**src/rtl/pcie_tlp_pkg.sv**
```systemverilog
// pcie_tlp_pkg: TLP header codes, FSM encoding and limits shared by the TX TLP builder.
package pcie_tlp_pkg;
    localparam logic [1:0] FMT_3DW_DATA  = 2'b10;
    localparam logic [4:0] TYPE_MWR      = 5'b00000;
    localparam logic [4:0] TYPE_CPL      = 5'b01010;
    localparam logic [5:0] TX_BUF_AV_MIN = 6'd2;
    localparam int         MAX_LEN_DW    = 1024;

    typedef enum logic [2:0] {IDLE, HDR0, HDR1, HDR2, DATA} state_t;

    // 3DW header with payload: tc/td/ep/attr all zero
    function automatic logic [31:0] tlp_dw0(input logic cpl, input logic [9:0] len);
        return {1'b0, FMT_3DW_DATA, cpl ? TYPE_CPL : TYPE_MWR, 1'b0, 3'b000, 4'b0000,
                1'b0, 1'b0, 2'b00, 2'b00, len};
    endfunction
endpackage

```
**src/rtl/pcie_tx_tlp_builder.sv**
```systemverilog
// pcie_tx_tlp_builder: serialises MWr32/CplD TLPs onto the PCIe core's 32-bit AXI-stream TX port.
// Define PCIE_TX_BUF_THROTTLE_EN to hold off new requests while tx_buf_av is below TX_BUF_AV_MIN.
module pcie_tx_tlp_builder
    import pcie_tlp_pkg::*;
(
    input  logic        clk,
    input  logic        rst,
    input  logic        i_req_valid,
    output logic        o_req_ready,
    input  logic        i_req_type,
    input  logic [9:0]  i_len,
    input  logic [31:0] i_addr,
    input  logic [7:0]  i_tag,
    input  logic [15:0] i_req_id,
    input  logic [15:0] i_cpl_id,
    input  logic [11:0] i_byte_count,
    input  logic [31:0] i_data,
    input  logic        i_data_valid,
    output logic        o_data_ready,
    output logic [31:0] s_axis_tx_tdata,
    output logic [3:0]  s_axis_tx_tkeep,
    output logic [3:0]  s_axis_tx_tuser,
    output logic        s_axis_tx_tlast,
    output logic        s_axis_tx_tvalid,
    input  logic        s_axis_tx_tready,
    input  logic [5:0]  tx_buf_av,
    output logic        o_busy,
    output logic [31:0] o_tlp_count
);
    state_t      state, state_nxt;
    logic        r_cpl;
    logic [9:0]  r_len;
    logic [31:0] r_addr;
    logic [7:0]  r_tag;
    logic [15:0] r_req_id, r_cpl_id;
    logic [11:0] r_byte_count;
    logic [10:0] remaining;
    logic        free, accept, load_data, done, can_start;
    logic        tvalid_nxt, tlast_nxt;
    logic [31:0] tdata_nxt, dw1, dw2;

    assign free = !s_axis_tx_tvalid || s_axis_tx_tready;
    assign done = state == DATA && s_axis_tx_tvalid && s_axis_tx_tready && s_axis_tx_tlast;
`ifdef PCIE_TX_BUF_THROTTLE_EN
    assign can_start = tx_buf_av >= TX_BUF_AV_MIN;
`else
    logic unused_tx_buf_av;
    assign unused_tx_buf_av = ^tx_buf_av;
    assign can_start = 1'b1;
`endif
    assign o_req_ready     = state == IDLE && !rst && can_start;
    assign accept          = i_req_valid && o_req_ready;
    assign o_data_ready    = state == DATA && free && remaining != 11'd0;
    assign load_data       = o_data_ready && i_data_valid;
    assign o_busy          = state != IDLE;
    assign s_axis_tx_tkeep = 4'hF;
    assign s_axis_tx_tuser = 4'h0;
    assign dw1 = r_cpl ? {r_cpl_id, 3'b000, 1'b0, r_byte_count}
                       : {r_req_id, r_tag, r_len == 10'd1 ? 4'h0 : 4'hF, 4'hF};
    assign dw2 = r_cpl ? {r_req_id, r_tag, 1'b0, r_addr[6:0]} : {r_addr[31:2], 2'b00};

    // The state names the beat held in the output register; DW0 is loaded on the accept edge.
    always_comb begin
        state_nxt  = state;
        tvalid_nxt = s_axis_tx_tvalid;
        tlast_nxt  = s_axis_tx_tlast;
        tdata_nxt  = s_axis_tx_tdata;
        case (state)
            IDLE: if (accept) begin
                state_nxt  = HDR0;
                tvalid_nxt = 1'b1;
                tlast_nxt  = 1'b0;
                tdata_nxt  = tlp_dw0(i_req_type, i_len);
            end
            HDR0: if (free) begin
                state_nxt = HDR1;
                tdata_nxt = dw1;
            end
            HDR1: if (free) begin
                state_nxt = HDR2;
                tdata_nxt = dw2;
            end
            HDR2: if (free) begin
                state_nxt  = DATA;
                tvalid_nxt = 1'b0;
            end
            DATA: if (free) begin
                state_nxt  = done ? IDLE : DATA;
                tvalid_nxt = load_data;
                tlast_nxt  = load_data && remaining == 11'd1;
                tdata_nxt  = load_data ? i_data : s_axis_tx_tdata;
            end
            default: state_nxt = IDLE;
        endcase
    end

    always_ff @(posedge clk or posedge rst) begin
        if (rst) begin
            state            <= IDLE;
            s_axis_tx_tvalid <= 1'b0;
            s_axis_tx_tlast  <= 1'b0;
            s_axis_tx_tdata  <= 32'd0;
            o_tlp_count      <= 32'd0;
            remaining        <= 11'd0;
        end else begin
            state            <= state_nxt;
            s_axis_tx_tvalid <= tvalid_nxt;
            s_axis_tx_tlast  <= tlast_nxt;
            s_axis_tx_tdata  <= tdata_nxt;
            o_tlp_count      <= o_tlp_count + {31'd0, done};
            remaining        <= accept ? (i_len == 10'd0 ? 11'(MAX_LEN_DW) : {1'b0, i_len})
                                       : remaining - {10'd0, load_data};
        end
    end

    always_ff @(posedge clk) begin
        if (accept) begin
            r_cpl        <= i_req_type;
            r_len        <= i_len;
            r_addr       <= i_addr;
            r_tag        <= i_tag;
            r_req_id     <= i_req_id;
            r_cpl_id     <= i_cpl_id;
            r_byte_count <= i_byte_count;
        end
    end
endmodule

```
**config.mk**
```make
export PLATFORM = sky130hd
export DESIGN_NAME = pcie_tx_tlp_builder
export DESIGN_NICKNAME = d
export VERILOG_FILES = /design/src/rtl/pcie_tlp_pkg.sv /design/src/rtl/pcie_tx_tlp_builder.sv
export SDC_FILE = /design/constraint.sdc
export NUM_CORES = 1
export LEC_CHECK = 0
export ABC_CLOCK_PERIOD_IN_PS = 4210
export CAP_MARGIN = 0
export CORE_MARGIN = 2
export CORE_UTILIZATION = 50
export CTS_BUF_LIST = sky130_fd_sc_hd__clkbuf_8
export CTS_CLUSTER_DIAMETER = 200
export DETAILED_ROUTE_END_ITERATION = 8
export GPL_TIMING_DRIVEN = 0
export PLACE_DENSITY = 0.87
export SLEW_MARGIN = 5
export SYNTH_ARGS = -nofsm -noshare
export SYNTH_HDL_FRONTEND = slang
export SYNTH_SLANG_ARGS = --single-unit
```
**constraint.sdc**
```tcl
create_clock -name clk -period 4.21 [get_ports clk]
set_clock_uncertainty 0.05 [all_clocks]
set_input_delay 1.0525 -clock clk [delete_from_list [all_inputs] [get_ports clk]]
set_output_delay 1.0525 -clock clk [all_outputs]
set_load 0.02 [all_outputs]
```
==> results.md, run 1 <==
- The flow ran to the end, and the final reports show no timing, DRC or antenna violations.
- Broken down by cell family, the worst path's largest delay share belongs to buffers and inverters.
- The total inserted antenna cells is 0.
- The startpoint of the worst-slack reg-to-reg timing path is state[2].
- In the synthesized netlist, the number of instances is 608.
- The number of hold violations in the final report is 0.
- The maximum clock path buffer count is 2.
- Summing every instance area after synthesis gives 7840 µm².
- The highest fanout seen on the critical path is 10.
- The number of library cell types mapped by synthesis is 57.
- The primary flip-flop cell chosen by synthesis mapping is edfxtp_1.
- STA classifies the critical path startpoint as a flip-flop.
- At the pin with the least slew margin, the transition time is 1.25 ns.
- Routed signal wires occupy layers up through met4.
- The reg-to-reg critical path endpoint is o_tlp_count[29].
- The per-cell via count in the routed design is 5.52.
- The routed wire length on met2 is 10100 µm.
- The final layout net count is a little under 1000.
- The average size of a mapped cell is 12.9 µm².
- The top-level port count is between 200 and 250.
- Before CTS, the worst setup slack after placement is between 0.15 and 0.2 ns.
- The register bit count reported by yosys is 175.
- The number of setup violations in the final report is 0.
- In the post-synthesis netlist, the cell with the most instances is edfxtp_1.
- The detail-routed net length per standard cell is 19.1 µm.
- The hold path endpoint is o_tlp_count[31].
- The area enclosed by the die boundary is ~17000 µm².
- Of the post-synthesis cell area, the dominant cell type holds 0.364.
- The total half-perimeter wirelength after legalization and detailed placement is ~15000 µm.
- The depth of the CTS H-tree is 4.
- The placeable core area is roughly 15000 µm².
- By instance count, the cell type seen most on the critical path is clkbuf_1.
- Across every metal layer, demand over resource in global routing totals 0.252.
- Sorting the synthesized cells by how often they occur yields edfxtp_1 (95), dfrtp_1 (80), mux2i_1 (51), nor2_1 (46), nand2_1 (34).
- The clock drives 175 sinks.
- The global-route wire length before repair is 31500 µm.
- Of the cells placed in the final design, the portion with a size suffix greater than 1 is 0.0920.
- During placement, the flow inserted port buffers numbering 200.
- The area growth from synthesis to layout is 35.2%.
- At the worst endpoint, the arrival time is 2.85 ns.
- The remaining antenna violation count is 0.
- The path type of the worst setup path is reg -> out.
- The final worst setup slack is 0.261 ns.
- The TritonCTS clock tree is yes.
- The tree is rooted in a clkbuf_8.
- Once the clock tree was built, the resizer swapped 0 gates to a different size.
- The startpoint identified for the worst hold timing path is o_tlp_count[31].
- The number of buffers inserted during clock tree synthesis is 17.
- The register-to-register path setup slack is roughly 0.77 ns.
- Clock-pin slew was measured on the worst setup and hold paths at 0.09 ns.
- The pre-antenna-repair detailed-routing pass consisted of 5 iterations.
- The insertion delay of the later-clocked pin in the worst-skew pair is around 0.46 ns.
- Traced cell by cell, the critical path runs through clkbuf_1 > nor2b_1 > clkbuf_1 > nand2b_1 > nor3_1 > clkdlybuf4s50_1.
- The number of cells traversed by the worst register-to-register path is 10.
- The overall routed net length is 20200 µm.
- The worst pin sits at a relative slew slack of 0.169.
- The final-report max-slew violation count is 0.
- The element type at the critical path end is an output pin.
- After synthesis, the cell types taking the most area are edfxtp_1 (36%), dfrtp_1 (26%), mux2i_1 (6.5%), mux2_4 (4.0%), xnor2_1 (2.9%).
- The critical path starts at state[2].
- In this design, the stage delay of the slowest critical-path cell is between 0.6 and 0.7 ns.
- In the finished design, the share of the clock period the worst path needs comes to 0.938.
- The number of antenna violations at the first check in global routing is 0.
- Post-CTS timing repair inserted 0 buffers for setup.
- The maximum achievable frequency is 253 MHz.
- Entering global routing, the biggest net connects 105 pins.
- The worst min-delay path class is reg -> reg.
- The initial cell density of the core is 0.514.
- The endpoint required time on the critical path is between 3 and 4 ns.
- The placer's final routability congestion estimate is 0.929.
- Row generation in the floorplan step produced 45 rows.
- Along the worst hold path, the cell count comes to 1.
- The die extent in y is between 100 and 150 µm.
- The largest individual stage delay along the critical path comes from the cell clkdlybuf4s50_1.
- The via count of the first global-routing pass was roughly 6000.
- The DRC violation count after routing is 0.
- For this run, the register share of the synthesized area comes to 0.619.
- In this run the static leakage power is 4.15 nW.
- The proportion of synthesized flip-flops having asynchronous set or reset is 0.457.
- The critical path contains buffers and inverters numbering 3 combined.
- Setup repair after global routing left no endpoint under its margin.
- The total number of vias is 5843.
- In the final routing, the length of wire on met1 measures 8070 µm.
- Max-cap violations in this run came to 0.
- The die extent in x is 129 µm.
- In the detailed route, the total length drawn on met3 is 1470 µm.
- In this run, the number of DRC markers left after iteration 0 of detailed routing was 324.
- The number of synthesized flops with an enable pin is 95.
- IR analysis of the VDD net gives a maximum drop of 0.452 mV.
- The fill cell instance count of the final layout is between 1000 and 1500.
- The count of synthesis-stage warnings from yosys is 0.
- The leading area contributor after synthesis is edfxtp_1.
- The hold buffer count at CTS is 0.
- The total power density per cell area is 578 nW/µm².
- After routing, the total negative slack on setup checks comes to 0 ns.
- The final period demand of the worst path is 3.95 ns.
- The total global routing overflow is 0.
==> per-stage QoR <==
step | power (mW) | instance area (µm²) | std cells | utilization | hold slack (ns)
floorplan | 3.98 | 7870 | 614 | - | 0.455
global placement | 4.78 | 10100 | 1025 | 0.664 | 0.413
detailed placement | 4.86 | 10200 | 1027 | 0.667 | 0.414
CTS | 6.12 | 10600 | 1059 | 0.695 | 0.430
global route | 6.40 | 10600 | 1059 | 0.695 | 0.433
finish | 6.12 | 10600 | 1059 | 0.695 | 0.421
==> metal layers <==
layer | up-vias | GRT usage
met5 | - | 0
met4 | 0 | 0.0953
met3 | 48 | 0.0652
met2 | 289 | 0.435
met1 | 2838 | 0.305
li1 | 2668 | -
==> layout make-up <==
type                       instances  area (µm²)  area share
clock inverter                    15         194      0.0183
multi-input combinational        383        2710       0.255
sequential                       175        4850       0.458
clock buffer                      17         234      0.0221
tap                              211         264      0.0249
inverter                          19        75.1     0.00708
buffer                            37         231      0.0218
timing repair buffer             202        2040       0.193
==> how the worst max path moves through the flow <==
stage	endpoint	slack [ns]	cells past startpoint
floorplan	remaining[8]	0.41	6
global placement	r_addr[10]	-1.15	5
detailed placement	r_tag[3]	0.15	5
CTS	o_data_ready	0.27	6
global route	o_data_ready	0.07	6
finish	o_data_ready	0.26	6
==> power breakdown <==
group          total, mW  switching, mW  internal [mW]
Clock               1.26          0.614          0.642
Sequential          2.35          0.190           2.16
Combinational       2.51           1.33           1.18
Total               6.12           2.13           3.99
==> state kept, by name, summed over array words and instances, names as in the netlist <==
| register | flops |
|---|---|
| r_tag | 8 |
| s_axis_tx_tvalid | 1 |
| r_len | 10 |
| remaining | 11 |
| r_addr | 32 |
| s_axis_tx_tdata | 32 |
| state | 3 |
| r_req_id | 16 |
| s_axis_tx_tlast | 1 |
| r_byte_count | 12 |
| o_tlp_count | 32 |
| r_cpl_id | 16 |
| r_cpl | 1 |
==> cell usage in the layout (no fill, tap or decap), types with 7 or more instances in the layout <==
master             n
clkdlybuf4s50_1  200
edfxtp_1          95
dfrtp_1           80
mux2i_1           51
nor2_1            46
nand2_1           34
a21oi_1           26
xnor2_1           26
o22ai_1           21
mux2_4            21
nand3_1           19
inv_1             17
clkbuf_8          17
clkbuf_1          15
xor2_1            13
nor3_1            10
nor2b_1            9
buf_4              9
o21ai_0            9
nand4_1            8
a22oi_1            8
conb_1             8
o21ai_1            7
==> cells by family (layout without fill, tap and decap cells) <==
family | Yosys count | count (layout) | synth area share
compound gates | 99 | 99 | 0.0813
xor+xnor | 39 | 39 | 0.0436
fa+ha+maj | 5 | 5 | 0.00766
buf+inv | 56 | 290 | 0.0383
flops | 175 | 175 | 0.619
mux | 75 | 75 | 0.110
other cells | 2 | 8 | 0.000958
simple gates | 157 | 157 | 0.0991
Note: power is estimated with default switching activity, not from simulation.
==> run 2: changes to the inputs <==
--- a/config.mk
+++ b/config.mk
@@ -14,6 +14,7 @@
 export DETAILED_ROUTE_END_ITERATION = 8
 export GPL_TIMING_DRIVEN = 0
 export PLACE_DENSITY = 0.87
+export REMOVE_ABC_BUFFERS = 1
 export SLEW_MARGIN = 5
 export SYNTH_ARGS = -nofsm -noshare
 export SYNTH_HDL_FRONTEND = slang
==> run 2 against run 1 <==
Maximum frequency up 3.8%. Die area unchanged. Cell count decreased by 2.9%. Clock-buffer cell count increased by 1. Via count fell by 1.6%. Sequential share of layout area up 0.71 points. Sequential cell count unchanged. Wire length decreased by 1.6%. Critical path depth shrank 2. Global-route usage down 0.48 points. Sequential power is 3% higher. Largest power group is now sequential cells.
==> results.md, run 2 (synthesis gave the netlist of run 1 again) <==
- The measured slew at the worst slew-check pin is 1.22 ns (was 1.25 ns).
- The fill cell instance count of the final layout came to 1036 (was 1074).
- The total inserted antenna cells was 0 (unchanged).
- The number of hold violations in the final report is 0 (unchanged).
- The element type at the critical path end is an output pin (unchanged).
- The global routing usage summed across all routing layers is 0.247 (was 0.252).
- The pin count of the biggest net entering global routing came to 80 (was 105).
- The final worst setup slack was 0.406 ns (was 0.261 ns).
- The area enclosed by the die boundary came to 16700 µm² (unchanged).
- The placer's final routability congestion estimate was 0.851 (was 0.929).
- The final period demand of the worst path is 3.80 ns (was 3.95 ns).
- The top-level port count was 215 (unchanged).
- Commonest cells after routing, fill and taps aside: clkdlybuf4s50_1 (200), edfxtp_1 (95), dfrtp_1 (78) (was clkdlybuf4s50_1 (200), edfxtp_1 (95), dfrtp_1 (80)).
- Registers with the highest flip-flop counts: o_tlp_count x32, r_addr x32, s_axis_tx_tdata x32 (unchanged).
- The site row count was 45 (unchanged).
- The TritonCTS clock tree is yes (unchanged).
- The total half-perimeter wirelength after legalization and detailed placement is 14200 µm (was 14600 µm).
- The peak supply drop came to 0.346 mV (was 0.452 mV).
- The placed standard-cell area was 10100 µm² (was 10200 µm²).
- The highest signal layer in the routed design is met4 (unchanged).
- The worst min-delay path class was reg -> reg (unchanged).
- The count of port buffers added during placement came to 200 (unchanged).
- The overall routed net length is 19900 µm (was 20200 µm).
- RSZ-0062 raised after global routing: no (unchanged).
- The number of antenna violations at the first check in global routing was 0 (unchanged).
- The summed area of non-filler cells in the final layout is 10400 µm² (was 10600 µm²).
- The final worst-path cycle share is 0.904 (was 0.938).
- The total number of vias is 5747 (was 5843).
- The endpoint required time on the critical path is 3.11 ns (about the same).
- The cell leakage power is 4.09 nW (was 4.15 nW).
- The worst-case setup slack after placement is 0.172 ns (was 0.150 ns).
- The depth of the CTS H-tree came to 4 (unchanged).
- The global-route wire length before repair is 31300 µm (was 31500 µm).
- The layout-stage area growth over the synthesis result is 33.3% (was 35.2%).
- The signal arrival time at the worst endpoint came to 2.70 ns (was 2.85 ns).
- The total power density per cell area is 557 nW/µm² (was 578 nW/µm²).
- The clock input transition at the sequential cells of the worst setup and hold paths is 0.09 ns (about the same).
- The number of setup violations in the final report is 0 (unchanged).
- The die extent in y is 129 µm (unchanged).
- The final worst hold slack is 0.438 ns (was 0.421 ns).
- The count of clock tree sinks is 175 (unchanged).
- The path type of the worst setup path was reg -> out (unchanged).
- The maximum achievable frequency came to 263 MHz (was 253 MHz).
- The number of buffers inserted during clock tree synthesis was 17 (unchanged).
- The die extent in x was 129 µm (unchanged).
- The met3 wire length was 1900 µm (was 1470 µm).
- The final layout net count came to 946 (was 977).
- The initial cell density of the core was 0.514 (unchanged).
- The via count of the first global-routing pass is 5989 (was 5980).
- The detail-routed net length per standard cell is 19.4 µm (was 19.1 µm).
- The startpoint kind of the worst setup timing path is a flip-flop (unchanged).
- The final-report max-slew violation count came to 0 (unchanged).
- The most common library cell in the layout ignoring fill and taps is clkdlybuf4s50_1 (unchanged).
- The maximum clock path buffer count was 2 (unchanged).
- The remaining antenna violation count is 0 (unchanged).
- Run status: complete, no violations (unchanged).
- The number of search-and-repair iterations in the first detailed-routing pass is 7 (was 5).
- The relative slew slack was 0.185 (was 0.169).
- The per-cell via count in the routed design is 5.59 (was 5.52).
- The clock root buffer is clkbuf_8 (unchanged).
- The total global routing overflow is 0 (unchanged).
- The DRC violation count after routing came to 0 (unchanged).
- The highest fanout seen on the critical path came to 22 (was 10).
- The number of violations of the max-capacitance limit was 0 (unchanged).
- The insertion delay of the later-clocked pin in the worst-skew pair was 0.46 ns (about the same).
- The placeable core area is 15300 µm² (unchanged).
- The count of routing violations after the opening detailed-route iteration is 374 (was 324).
- The hold buffer count at CTS was 0 (unchanged).
- The register-to-register path setup slack came to 1.09 ns (was 0.77 ns).
- The routed wire length on met2 was 9930 µm (was 10100 µm).
- The share of final-layout standard cells stronger than drive strength 1 is 0.0845 (was 0.0920).
- The post-route met1 wirelength is 7570 µm (was 8070 µm).
## run 2: report_power, final
| group | leakage, nW | internal, mW | total [mW] | switching (mW) |
|---|---|---|---|---|
| sequential | 1.91 | 2.16 | 2.42 | 0.264 |
| clock | 0.180 | 0.423 | 1.04 | 0.615 |
| combinational | 2.00 | 1.14 | 2.36 | 1.22 |
## run 2: metal layers
metal / GRT usage / vias up
met2: 0.418 / 322
met1: 0.292 / 2776
li1: - / 2605
met5: 0 / -
met4: 0.100 / 0
met3: 0.0801 / 44
## run 2: area by class of cell
cell class / count / area [µm²] / share of cell area
Inverter: 19 / 76.3 / 0.00731
Clock buffer: 18 / 248 / 0.0237
Sequential cell: 175 / 4860 / 0.465
Multi-Input combinational cell: 383 / 2710 / 0.260
Timing Repair Buffer: 208 / 2190 / 0.210
Clock inverter: 14 / 93.8 / 0.00899
Tap cell: 211 / 264 / 0.0253
## run 2: timing repair
| item | 4_1_cts | 5_1_grt |
|---|---|---|
| endpoints found under the setup margin | 1 | 1 |
| setup buffers | 0 | 0 |
| resized for setup | 1 | 1 |
## run 2: critical path: stages, from the launching register on
cell and delay [ns]:
dfrtp_2 0.62, nor2b_4 0.51, nand2b_1 0.19, nor3_1 0.24
clkdlybuf4s50_1 0.68
## run 2: stage by stage
stage	std cells	TNS [ns]	power [mW]	utilization
final	1028	0	5.81	0.684
after global routing	1028	0	6.11	0.684
after CTS	1028	0	5.83	0.684
after detailed placement	996	0	4.79	0.662
after global placement	988	-367.23	4.64	0.649
after floorplan	577	-97.21	3.85	-
## run 2: path summary, 6_finish.rpt
check / start / to / depth (start not counted)
setup / recovery: state[2] / o_data_ready / 4
hold / removal: o_tlp_count[31] / o_tlp_count[31] / 1
setup reg to reg: state[0] / state[0] / 7
hold reg to reg: o_tlp_count[31] / o_tlp_count[31] / 1
max in group asynchronous: rst / state[2] / 3
min in group asynchronous: rst / s_axis_tx_tdata[18] / 2
